==> src/rtl/fetch_unit.sv <==
// Instruction-fetch stage: PC register, ROM drive, redirect squash, stall skid.
// Optional taken-redirect counter enabled by defining REDIRECT_COUNT_EN.
module fetch_unit #(
    parameter logic [31:0] RESET_PC = 32'd0
) (
    input  logic        clock,
    input  logic        reset_n,
    input  logic        redirect_valid,
    input  logic [31:0] redirect_pc,
    input  logic        stall,
    output logic [31:0] imem_addr,
    input  logic [31:0] imem_rdata,
    output logic        fd_valid,
    output logic [31:0] fd_pc,
    output logic [31:0] fd_ir,
    output logic        flush_dx,
    output logic [15:0] redirect_count
);

    logic [31:0] r_pc;
    logic        r_pend_valid;
    logic [31:0] r_pend_pc;
    logic        r_skid_valid;
    logic [31:0] r_skid_pc;
    logic [31:0] r_skid_ir;
    logic        r_fd_valid;
    logic [31:0] r_fd_pc;
    logic [31:0] r_fd_ir;

    logic [31:0] w_pc_nxt;
    logic        w_pend_valid_nxt;
    logic [31:0] w_pend_pc_nxt;
    logic        w_skid_valid_nxt;
    logic [31:0] w_skid_pc_nxt;
    logic [31:0] w_skid_ir_nxt;
    logic        w_fd_valid_nxt;
    logic [31:0] w_fd_pc_nxt;
    logic [31:0] w_fd_ir_nxt;

    logic        w_mode_redirect;
    logic        w_mode_stall;
    logic        w_mode_run;
    logic [31:0] w_pc_inc;

    assign w_mode_redirect = redirect_valid;
    assign w_mode_stall    = !redirect_valid && stall;
    assign w_mode_run      = !redirect_valid && !stall;

    // Word-addressed increment, wraps silently at 2^32.
    assign w_pc_inc  = r_pc + 32'd1;

    // The target is fetched in the redirect cycle itself to keep the penalty at one bubble.
    assign imem_addr = redirect_valid ? redirect_pc : r_pc;
    assign flush_dx  = redirect_valid;

    assign fd_valid  = r_fd_valid;
    assign fd_pc     = r_fd_pc;
    assign fd_ir     = r_fd_ir;

    // Next-state selection: redirect beats stall beats run.
    always_comb begin
        w_pc_nxt         = r_pc;
        w_pend_valid_nxt = r_pend_valid;
        w_pend_pc_nxt    = r_pend_pc;
        w_skid_valid_nxt = r_skid_valid;
        w_skid_pc_nxt    = r_skid_pc;
        w_skid_ir_nxt    = r_skid_ir;
        w_fd_valid_nxt   = r_fd_valid;
        w_fd_pc_nxt      = r_fd_pc;
        w_fd_ir_nxt      = r_fd_ir;
        unique case (1'b1)
            w_mode_redirect: begin
                w_pc_nxt         = redirect_pc + 32'd1;
                w_pend_valid_nxt = 1'b1;
                w_pend_pc_nxt    = redirect_pc;
                w_skid_valid_nxt = 1'b0;
                w_fd_valid_nxt   = 1'b0;
                w_fd_ir_nxt      = 32'd0;
            end
            w_mode_stall: begin
                w_pend_valid_nxt = 1'b0;
                if (r_pend_valid) begin
                    w_skid_valid_nxt = 1'b1;
                    w_skid_pc_nxt    = r_pend_pc;
                    w_skid_ir_nxt    = imem_rdata;
                end
            end
            w_mode_run: begin
                w_pc_nxt         = w_pc_inc;
                w_pend_valid_nxt = 1'b1;
                w_pend_pc_nxt    = r_pc;
                if (r_skid_valid) begin
                    w_skid_valid_nxt = 1'b0;
                    w_fd_valid_nxt   = 1'b1;
                    w_fd_pc_nxt      = r_skid_pc;
                    w_fd_ir_nxt      = r_skid_ir;
                end else if (r_pend_valid) begin
                    w_fd_valid_nxt   = 1'b1;
                    w_fd_pc_nxt      = r_pend_pc;
                    w_fd_ir_nxt      = imem_rdata;
                end else begin
                    w_fd_valid_nxt   = 1'b0;
                    w_fd_ir_nxt      = 32'd0;
                end
            end
            default: begin
                w_pc_nxt = r_pc;
            end
        endcase
    end

    // Fetch state registers with asynchronous clear.
    always_ff @(posedge clock or negedge reset_n) begin
        if (!reset_n) begin
            r_pc         <= RESET_PC;
            r_pend_valid <= 1'b0;
            r_pend_pc    <= 32'd0;
            r_skid_valid <= 1'b0;
            r_skid_pc    <= 32'd0;
            r_skid_ir    <= 32'd0;
            r_fd_valid   <= 1'b0;
            r_fd_pc      <= 32'd0;
            r_fd_ir      <= 32'd0;
        end else begin
            r_pc         <= w_pc_nxt;
            r_pend_valid <= w_pend_valid_nxt;
            r_pend_pc    <= w_pend_pc_nxt;
            r_skid_valid <= w_skid_valid_nxt;
            r_skid_pc    <= w_skid_pc_nxt;
            r_skid_ir    <= w_skid_ir_nxt;
            r_fd_valid   <= w_fd_valid_nxt;
            r_fd_pc      <= w_fd_pc_nxt;
            r_fd_ir      <= w_fd_ir_nxt;
        end
    end

`ifdef REDIRECT_COUNT_EN
    logic [15:0] r_redirect_count;

    // Saturating count of taken redirects, cleared only by reset.
    always_ff @(posedge clock or negedge reset_n) begin
        if (!reset_n) begin
            r_redirect_count <= 16'd0;
        end else if (redirect_valid && (r_redirect_count != 16'hFFFF)) begin
            r_redirect_count <= r_redirect_count + 16'd1;
        end
    end

    assign redirect_count = r_redirect_count;
`else
    assign redirect_count = 16'd0;
`endif

endmodule

==> config.mk <==
export PLATFORM = sky130hd
export DESIGN_NAME = fetch_unit
export DESIGN_NICKNAME = d
export VERILOG_FILES = /design/src/rtl/fetch_unit.sv
export SDC_FILE = /design/constraint.sdc
export NUM_CORES = 1
export LEC_CHECK = 0
export ABC_AREA = 1
export ABC_CLOCK_PERIOD_IN_PS = 2050
export BUFFER_PORTS_ARGS = -buffer_cell sky130_fd_sc_hd__buf_2
export CORE_MARGIN = 8
export CORE_UTILIZATION = 50
export DETAILED_ROUTE_END_ITERATION = 12
export GPL_ROUTABILITY_DRIVEN = 0
export PLACE_DENSITY = 0.83
export SETUP_SLACK_MARGIN = 0.4
export SLEW_MARGIN = 10
export SYNTH_ARGS = -nofsm -noshare
export SYNTH_HDL_FRONTEND = slang
export SYNTH_SLANG_ARGS = --single-unit
==> constraint.sdc <==
create_clock -name clock -period 2.05 [get_ports clock]
set_clock_uncertainty 0.2 [all_clocks]
set_input_delay 0.3075 -clock clock [delete_from_list [all_inputs] [get_ports clock]]
set_output_delay 0.3075 -clock clock [all_outputs]
set_load 0.01 [all_outputs]
---- Yosys cells after proc, flatten, opt, wreduce, memory -nomap -nowiden ----
Index checks and enable logic that the tools add are counted.
word-level totals
  input port bits ......................... 68
  register bits after elaboration ......... 195
  word-level logic and storage cells ...... 37
  output and inout port bits .............. 114
operators by class
  equal/unequal tests ..................... 1
  reductions and logical operators ........ 11
  muxes and demuxes ....................... 14
  add/sub/neg operators ................... 2
operators with widths
  kind                   number
  $pmux 32 s2            3
  $mux 32                5
  $add 32x1->32 const B  2
  $pmux 1 s2             3
  $reduce_and 2->1       3
  $reduce_bool 2->1      3
  $mux 1                 3
  $logic_and 1x1->1      2
  $logic_not 1->1        2
  $ne 2x2->1 const B     1
  $reduce_or 2->1        1

---- Depth between registers and ports, before layout ----
Gate-level depths: netlist of the first run.
  depth in word-level cells ............... 5
  mapped depth ............................ 14
  depth with buffers taken out ............ 12

---- Worst setup path after synthesis of the first run ----
Ideal clock, no wire load.
  path type ............................... in2reg
  start point ............................. in redirect_valid
  end point ............................... reg r_pc[30]
  setup slack ............................. 0.079 ns
  setup time .............................. 0.124 ns
  required time ........................... 1.726 ns
  stages .................................. 13
  data arrival time ....................... 1.646 ns
  buffers on the path ..................... 2
  cell sequence ........................... buf_6 nor2_4 buf_6 o21ai_1 inv_1 ha_1 nand2_1 nor2_4 nand2_1 nor2_2 nand2_1 nand2_1 nand3_1
on the way
  cells in the longest elaborated chain, start to end .. 3
  elaborated cells on any way between the ends .. 4
  classes of those cells .................. mux: 1; reduce/logical: 3
ends and longest elaborated chain
  what                                              line  text
  start, declared                                   8     input logic redirect_valid,
  $logic_not 1->1                                   47    assign w_mode_run = !redirect_valid && !stall;
  $logic_and 1x1->1                                 47
  $pmux 32 s2 or $reduce_bool 2->1 (tied branches)  n/a
  end signal, assigned                              125   r_pc <= w_pc_nxt;
  end, declared                                     20    logic [31:0] r_pc;
Several ways; a longest one is shown, not always the timed one.
A chain may end at the register's enable or synchronous reset.

---- Final worst setup path of the first run ----
  start point ............................. reg r_pc[2]
  end point ............................... reg r_pc[17]
on the way
  cells in the longest elaborated chain, start to end .. 2
ends and longest elaborated chain
  what           line  text
  $add 32x1->32  50    assign w_pc_inc = r_pc + 32'd1;
  $pmux 32 s2    71    unique case (1'b1)
Every way passes these cells.

==> impl_metrics.tcl, run 1 <==
set metrics [dict create \
    status "complete, no violations" \
    syn_area_sq_mm 0.00949 \
    num_vias 9080 \
    drv_cap 0 \
    wl_per_cell_microns 16.1 \
    dr.pass1.iters 6 \
    netlist_instances 1218 \
    drive_gt1_share_pct 23.5 \
    wl_microns 27400 \
    rsz0062_at_grt "yes" \
    setup_violations 0 \
    synth-seq-area-share_pct 51.4 \
    clkTransAtPathRegs_ns 0.07 \
    grt_pass1_vias 9016 \
    antenna_found_initial 0 \
    period_needed_ns 1.84 \
    cts_root_buf "clkbuf_16" \
    final.setup.worst_slack_ns 0.206 \
    clock_sinks 195 \
    synth_seq_cells 195 \
    nets 1523 \
    dp_hpwl_microns 18500 \
    maxSlewViolCount 0 \
    finalHoldViolCount 0 \
    htreeDepth 4 \
    hp-start "redirect_pc[31]" \
    dpl-instance-area_sq_mm 0.0110 \
    tns_ns 0 \
    antenna_cells 0 \
    path_class "reg -> reg" \
    crit_start "r_pc[2]$_DFFE_PN0N_" \
    clockBufferDepth 2 \
    overflow 0 \
    viasPerCell 5.34 \
    core_sq_mm 0.0186 \
    crit_required_ns 2.16 \
    peakVddDrop_mv 0.602 \
    p_total_mw 10.1 \
    clk_latency_ns 0.43 \
    io_pins 182 \
    seq_area_sq_mm 0.00488 \
    die_area_sq_mm 0.0236 \
    rows 50 \
    worst_ep_arrival_time_ns 1.95 \
    start_kind "flop" \
    die_width_microns 154 \
    hp-class "in -> reg" \
    period_share_pct 89.9 \
    multi_input_area_sq_mm 0.00406 \
    area_growth_pct 29.0 \
    start_util_pct 50.9 \
    final_util_pct 65.7 \
    tightestPinTransition_ns 0.525 \
    critPathMaxFanout 4 \
    max_freq_ghz 0.542 \
    die_h_microns 154 \
    design_area_sq_mm 0.0122 \
    cts_tree "built" \
    portBuffers 165 \
    fillCellCount 1452 \
    end_kind "flop" \
    cts_inserted_buffers 17 \
    drc 0 \
    cellPowerDensity_mw_per_mm2 824 \
    p_leak_nw 6.28 \
    drt_iter0_markers 813 \
    grt_util_all_layers_pct 23.2 \
    ys_types 33 \
    yosys_warnings 0 \
    grt_max_degree 65 \
    reg2reg_from "r_pc[2]$_DFFE_PN0N_" \
    postRouteAntennaNets 0 \
    max-slew-margin-rel_pct 65.0 \
    pre_cts_ws_ns -0.156 \
    grt_pass1_wl_microns 44900 \
    avgSynthCellArea_sq_um 7.79 \
]
## placed cells by master, fill, tap and decap left out, drive strengths merged, types with 2 or more instances in the layout
master	count
a21oi	7
a22o	32
a31oi	32
buf	248
bufinv	2
clkbuf	22
clkinv	3
clkinvlp	2
conb	16
dfrtp	195
dlygate4sd3	37
inv	107
nand2	453
nand3	49
nand3b	2
nor2	97
o211ai	4
o21ai	140
o21bai	8
o221ai	4
o22ai	2
## kinds of logic (layout without fill, tap and decap cells)
kind of cell,after synthesis,in the layout,share of synthesized area [%]
DFF,195,195,51.4
other,1,16,0.0395
buffers and inverters,187,421,8.63
xor gates and xnor gates,1,1,0.0923
adders and majority gates,1,1,0.132
and+or+nand+nor,603,603,25.3
AOI/OAI and AO/OA,230,230,14.3
## final timing paths
kind,endpoint,slack [ns],cells past startpoint
worst max-delay path,r_pc[17]$_DFFE_PN0N_,0.21,8
worst min-delay path,r_pc[31]$_DFFE_PN0N_,0.05,5
worst max register to register,r_pc[17]$_DFFE_PN0N_,0.21,8
worst min register to register,fd_valid$_DFFE_PN0N_,0.28,1
max in group asynchronous,fd_ir[14]$_DFFE_PN0N_,0.76,3
min in group asynchronous,fd_ir[7]$_DFFE_PN0N_,0.22,2
## cells in the mapped netlist
library cell	instances	area, sq um
xor2_1	1	8.76
o21ai_1	3	15.0
nand2_4	1	11.3
nor2_1	85	319
buf_6	4	45.0
inv_1	98	368
buf_2	7	35.0
clkinv_1	2	7.51
a21oi_1	7	35.0
o21bai_1	8	60.1
a31oi_1	32	200
o221ai_1	4	35.0
buf_4	20	150
inv_4	1	6.26
clkbuf_1	46	173
nand3b_1	2	15.0
dfrtp_1	195	4880
nor2_4	3	33.8
nand4_1	1	6.26
o21ai_0	137	686
o211ai_1	4	30.0
o22ai_1	2	12.5
nand2_2	5	31.3
nand3_1	49	245
a22o_1	32	280
nand2_1	447	1680
inv_2	2	7.51
nor2_2	9	56.3
or2_1	1	6.26
buf_1	7	26.3
conb_1	1	3.75
a21o_1	1	7.51
ha_1	1	12.5
## power breakdown
part / internal (mW) / switching, mW / total [mW] / leakage (nW)
combinational: 0.823 / 1.20 / 2.02 / 3.58
clock: 1.90 / 1.50 / 3.39 / 0.288
sequential: 4.36 / 0.311 / 4.67 / 2.41
## worst max-delay path: stages, from the launching register on
cell      delay, ns
dfrtp_1        0.35
nand2_1        0.08
nand2_1        0.14
nand2_1        0.10
nor2_2         0.25
buf_4          0.16
nand3b_1       0.16
o21bai_1       0.20
nand3_1        0.09
## area by class of cell
cell class                      instances  area share (%)
Sequential cell                       195            39.9
Multi-Input combinational cell        851            33.2
Timing Repair Buffer                  286            16.5
Clock buffer                           21            3.76
Inverter                              103            3.18
Tap cell                              234            2.39
Clock inverter                         11            1.13
## routing by layer
metal  wire length (microns)  vias up  part of all wire (%)  GRT usage [%]
met4                     524        0                   1.9           8.03
met1                   11500     4272                    42           29.6
met2                   13400      415                    49           39.1
met3                    1900       41                   7.0           4.01
li1                        -     4352                     -              -
met5                       0        -                     0              0
## state kept, by name (all words and copies together) (netlist names)
| signal | cells |
|---|---|
| r_pend_valid | 1 |
| r_skid_ir | 32 |
| fd_valid | 1 |
| fd_pc | 32 |
| r_skid_pc | 32 |
| r_skid_valid | 1 |
| fd_ir | 32 |
| r_pend_pc | 32 |
| r_pc | 32 |
## what timing repair did
action                                  in CTS  in global routing
hold endpoints to repair                    83                  0
resized for setup                           19                 33
endpoints found under the setup margin      46                 86
pin swaps                                   11                 18
hold buffers                                37                  0
buffers inserted                             4                  5
## per-stage QoR
step / instances / hold WS (ns)
2_1_floorplan: 1233 / -0.188
3_3_place_gp: 1623 / 0.112
3_5_place_dp: 1623 / 0.119
4_1_cts: 1696 / 0.0401
5_1_grt: 1701 / 0.0894
6_report: 1701 / 0.0519
No activity file was read; power rests on OpenSTA's default activity.
==> run 2: changes to the inputs <==
--- a/config.mk
+++ b/config.mk
@@ -12,6 +12,7 @@
 export CORE_UTILIZATION = 50
 export DETAILED_ROUTE_END_ITERATION = 12
 export GPL_ROUTABILITY_DRIVEN = 0
+export GPL_TIMING_DRIVEN = 0
 export PLACE_DENSITY = 0.83
 export SETUP_SLACK_MARGIN = 0.4
 export SLEW_MARGIN = 10
==> impl_metrics.tcl, run 2 (synthesis results as in run 1) <==
set metrics [dict create \
    status "complete, no violations" \
    final_cell_mix "nand2_1 (412), dfrtp_1 (195), buf_2 (170)" \
    peakVddDrop_mv 0.578 \
    clock_sinks 195 \
    finalHoldViolCount 0 \
    p_leak_nw 6.35 \
    area_growth_pct 30.4 \
    io_pins 182 \
    rsz0062_at_grt "yes" \
    dp_hpwl_microns 20100 \
    design_area_sq_mm 0.0124 \
    overflow 0 \
    period_needed_ns 1.89 \
    tightestPinTransition_ns 0.740 \
    grt_util_all_layers_pct 24.6 \
    postRouteAntennaNets 0 \
    clk_latency_ns 0.43 \
    max-slew-margin-rel_pct 50.7 \
    cts_inserted_buffers 17 \
    wl_microns 30500 \
    grt_max_degree 117 \
    max_freq_ghz 0.529 \
    start_util_pct 50.9 \
    num_vias 9421 \
    critPathMaxFanout 3 \
    rows 50 \
    grt_pass1_wl_microns 46700 \
    mostFrequentLayoutCell "nand2_1" \
    htreeDepth 4 \
    hp-class "in -> reg" \
    clkTransAtPathRegs_ns 0.07 \
    core_sq_mm 0.0186 \
    period_share_pct 92.1 \
    wl_per_cell_microns 17.6 \
    drc 0 \
    start_kind "flop" \
    antenna_cells 0 \
    crit_required_ns 1.54 \
    viasPerCell 5.45 \
    path_class "reg -> out" \
    holdWs_ns 0.00659 \
    cts_tree "built" \
    die_area_sq_mm 0.0236 \
    multi_input_area_sq_mm 0.00414 \
    maxSlewViolCount 0 \
    portBuffers 164 \
    antenna_found_initial 0 \
    worst_ep_arrival_time_ns 1.38 \
    nets 1553 \
    grt_pass1_vias 9032 \
    cellPowerDensity_mw_per_mm2 821 \
    dpl-instance-area_sq_mm 0.0108 \
    dr.pass1.iters 6 \
    drive_gt1_share_pct 25.7 \
    end_kind "primary output" \
    fillCellCount 1435 \
    die_width_microns 154 \
    p_total_mw 10.1 \
    drt_iter0_markers 976 \
    seq_area_sq_mm 0.00488 \
    die_h_microns 154 \
    final_util_pct 66.3 \
    cts_root_buf "clkbuf_16" \
    clockBufferDepth 2 \
    drv_cap 0 \
    setup_violations 0 \
]
run 2: cell types whose count changed in the layout (fill, tap and decap cells not counted), sizes merged:
cell         before  now
buf             248  238
clkbuf           22   64
clkinv            3    4
dlygate4sd3      37   35
inv             107  105
run 2: path summary, 6_finish.rpt:
check,from,end,slack [ns],cells after the start
setup / recovery,r_pc[0]$_DFFE_PN0N_,imem_addr[0],0.16,5
hold / removal,imem_rdata[25],r_skid_ir[25]$_DFFE_PN0P_,0.007,3
setup reg to reg,r_pc[1]$_DFFE_PN0N_,r_pc[22]$_DFFE_PN0N_,0.16,10
hold reg to reg,fd_valid$_DFFE_PN0N_,fd_valid$_DFFE_PN0N_,0.29,1
max in group asynchronous,reset_n,r_pc[28]$_DFFE_PN0N_,0.69,4
min in group asynchronous,reset_n,fd_ir[10]$_DFFE_PN0N_,0.06,2
run 2: power by group:
part | switching, mW | internal [mW] | leakage (nW)
Sequential | 0.314 | 4.36 | 2.41
Clock | 1.49 | 1.87 | 0.281
Combinational | 1.29 | 0.822 | 3.66
Total | 3.09 | 7.06 | 6.35
run 2: layout make-up:
cell class / instances / share of cell area [%]
clock buffer: 21 / 3.72
multi-input combinational: 851 / 33.5
timing repair buffer: 232 / 12.5
tap: 234 / 2.37
buffer: 84 / 4.39
clock inverter: 10 / 1.00
inverter: 103 / 3.17
sequential: 195 / 39.4
run 2: stage by stage:
stage / TNS [ns] / setup slack, ns / cells
detailed placement: -23.88 / -0.362 / 1633
floorplan: 0 / 0.179 / 1233
global placement: -526.40 / -2.62 / 1631
finish: 0 / 0.161 / 1730
CTS: 0 / 0.240 / 1714
global route: 0 / 0.118 / 1730
run 2: timing repair:
action                                  4_1_cts  5_1_grt
hold buffers                                 35        0
resized for setup                            65       92
setup buffers                                14       15
pin swaps                                    16       31
hold endpoints to repair                    150        0
cloned                                        1        1
endpoints found under the setup margin      194      229
run 2: critical path, cell delays in order (launching register included):
cell     delay (ns)
dfrtp_1        0.36
inv_2          0.06
buf_4          0.13
buf_4          0.12
o21ai_1        0.13
buf_2          0.15
run 2: layer usage:
layer / wire (microns) / GRT usage (%) / up-vias
li1: - / - / 4402
met1: 11900 / 30.2 / 4369
met2: 14900 / 41.6 / 562
met3: 2750 / 5.33 / 88
met4: 971 / 9.71 / 0
met5: 0 / 0 / -
==> run 3: changes to the inputs <==
--- a/config.mk
+++ b/config.mk
@@ -10,6 +10,7 @@
 export BUFFER_PORTS_ARGS = -buffer_cell sky130_fd_sc_hd__buf_2
 export CORE_MARGIN = 8
 export CORE_UTILIZATION = 50
+export CTS_BUF_LIST = sky130_fd_sc_hd__clkbuf_4
 export DETAILED_ROUTE_END_ITERATION = 12
 export GPL_ROUTABILITY_DRIVEN = 0
 export GPL_TIMING_DRIVEN = 0
==> impl_metrics.tcl, run 3 (synthesis results as in run 1) <==
set metrics [dict create \
    status "finished, violations left" \
    violations "negative hold slack" \
    cp_num_buf_inv 2 \
    die_width_microns 154 \
    drv_cap 0 \
    grt_util_all_layers_pct 24.9 \
    dr.pass1.iters 6 \
    wl_per_cell_microns 17.0 \
    drt_iter0_markers 725 \
    cts_root_buf "clkbuf_4" \
    antenna_found_initial 1 \
    die_area_sq_mm 0.0236 \
    rsz0062_at_grt "yes" \
    mostFrequentLayoutCell "nand2_1" \
    reg2reg_from "r_pc[5]$_DFFE_PN0N_" \
    seq_area_sq_mm 0.00488 \
    tightestPinTransition_ns 0.657 \
    htreeDepth 4 \
    core_sq_mm 0.0186 \
    cts_inserted_buffers 17 \
    end_kind "primary output" \
    setup_violations 0 \
    crit_start "r_pc[0]$_DFFE_PN0N_" \
    p_leak_nw 6.69 \
    worst_ep_arrival_time_ns 1.38 \
    max-slew-margin-rel_pct 56.2 \
    dp_hpwl_microns 20100 \
    finalHoldViolCount 1 \
    tns_ns 0 \
    cellPowerDensity_mw_per_mm2 713 \
    clockBufferDepth 2 \
    period_share_pct 91.9 \
    viasPerCell 5.30 \
    grt_pass1_vias 9336 \
    met3_length_microns 2250 \
    final_cell_mix "nand2_1 (433), dfrtp_1 (195), o21ai_0 (125)" \
    path_class "reg -> out" \
    fillCellCount 1397 \
    multi_input_area_sq_mm 0.00404 \
    peakVddDrop_mv 0.360 \
    cp_top_family "flip-flops" \
    slowest_stage "dfrtp_1" \
    hp-class "in -> reg" \
    num_vias 9672 \
    drive_gt1_share_pct 26.4 \
    cts_tree "built" \
    grt_max_degree 117 \
    drc 0 \
    critPathMaxFanout 3 \
    start_kind "flop" \
    rrSetupSlack_ns 0.19 \
    grt_pass1_wl_microns 47500 \
    overflow 0 \
    topRoutingLayerUsed "met4" \
    crit_required_ns 1.54 \
    pre_cts_ws_ns -0.362 \
    portBuffers 164 \
    hp-start "redirect_pc[2]" \
    wl_microns 30900 \
    die_h_microns 154 \
    clk_latency_ns 0.58 \
    wl_met2_microns 15500 \
    clkTransAtPathRegs_ns 0.16 \
    area_growth_pct 36.1 \
    max_freq_ghz 0.531 \
    io_pins 182 \
    m1WireLength_microns 12000 \
    holdWs_ns -0.0177 \
    nets 1646 \
    maxSlewViolCount 0 \
    rows 50 \
    clock_sinks 195 \
    critPathMaxStageDelay_ns 0.39 \
    start_util_pct 50.9 \
    period_needed_ns 1.88 \
    final.setup.worst_slack_ns 0.166 \
    postRouteAntennaNets 0 \
    crit_chain "inv_2 -> o21ai_0 -> buf_2" \
]
## run 3: worst min-delay path, cell delays in order
cell	delay (ns)
buf_2	0.09
nand2_1	0.06
nand2_2	0.13
nand2_1	0.06
o21ai_0	0.08
## run 3: layout make-up
cell class	count	share of cell area (%)
antenna	1	0.0194
buffer	84	3.81
clock buffer	19	1.10
clock inverter	12	1.02
inverter	103	3.03
multi-input combinational	851	31.3
sequential	195	37.8
tap	234	2.27
timing repair buffer	325	19.7
## run 3: final timing paths
kind / end / cells past startpoint
worst min-delay path: r_pend_pc[2]$_DFFE_PN0N_ / 5
worst max register to register: r_pc[31]$_DFFE_PN0N_ / 9
min in group asynchronous: r_pend_pc[5]$_DFFE_PN0N_ / 3
max in group asynchronous: fd_pc[21]$_DFFE_PN0P_ / 4
worst min register to register: r_skid_ir[8]$_DFFE_PN0P_ / 2
worst max-delay path: imem_addr[0] / 3
## run 3: metrics by stage
step / cell area [sq um] / util (%) / std cells / power, mW
after floorplan: 9640 / - / 1233 / 5.76
final: 12900 / 69.3 / 1824 / 9.21
after CTS: 12400 / 66.5 / 1787 / 8.95
after detailed placement: 10800 / 58.0 / 1633 / 6.55
after global routing: 12900 / 69.3 / 1824 / 9.66
after global placement: 10700 / 57.7 / 1631 / 6.45
## run 3: metal layers
metal | vias to the layer above | global-route usage, %
met5 | - | 0
met2 | 517 | 43.4
met3 | 101 | 4.01
li1 | 4600 | -
met4 | 0 | 9.66
met1 | 4454 | 30.6
## run 3: power breakdown
group          leakage [nW]  switching [mW]  total [mW]  internal [mW]
combinational          4.14            1.32        2.45           1.13
sequential             2.41           0.327        4.68           4.36
clock                 0.145            1.33        2.08          0.750
total                  6.69            2.98        9.21           6.24
## run 3: timing repair
| action | in CTS | in global routing |
|---|---|---|
| hold endpoints to repair | 227 | 2 |
| hold buffers | 63 | 1 |
| setup buffers | 60 | 35 |
| pin swaps | 12 | 6 |
| setup endpoints to repair | 249 | 230 |
| resized for setup | 83 | 81 |
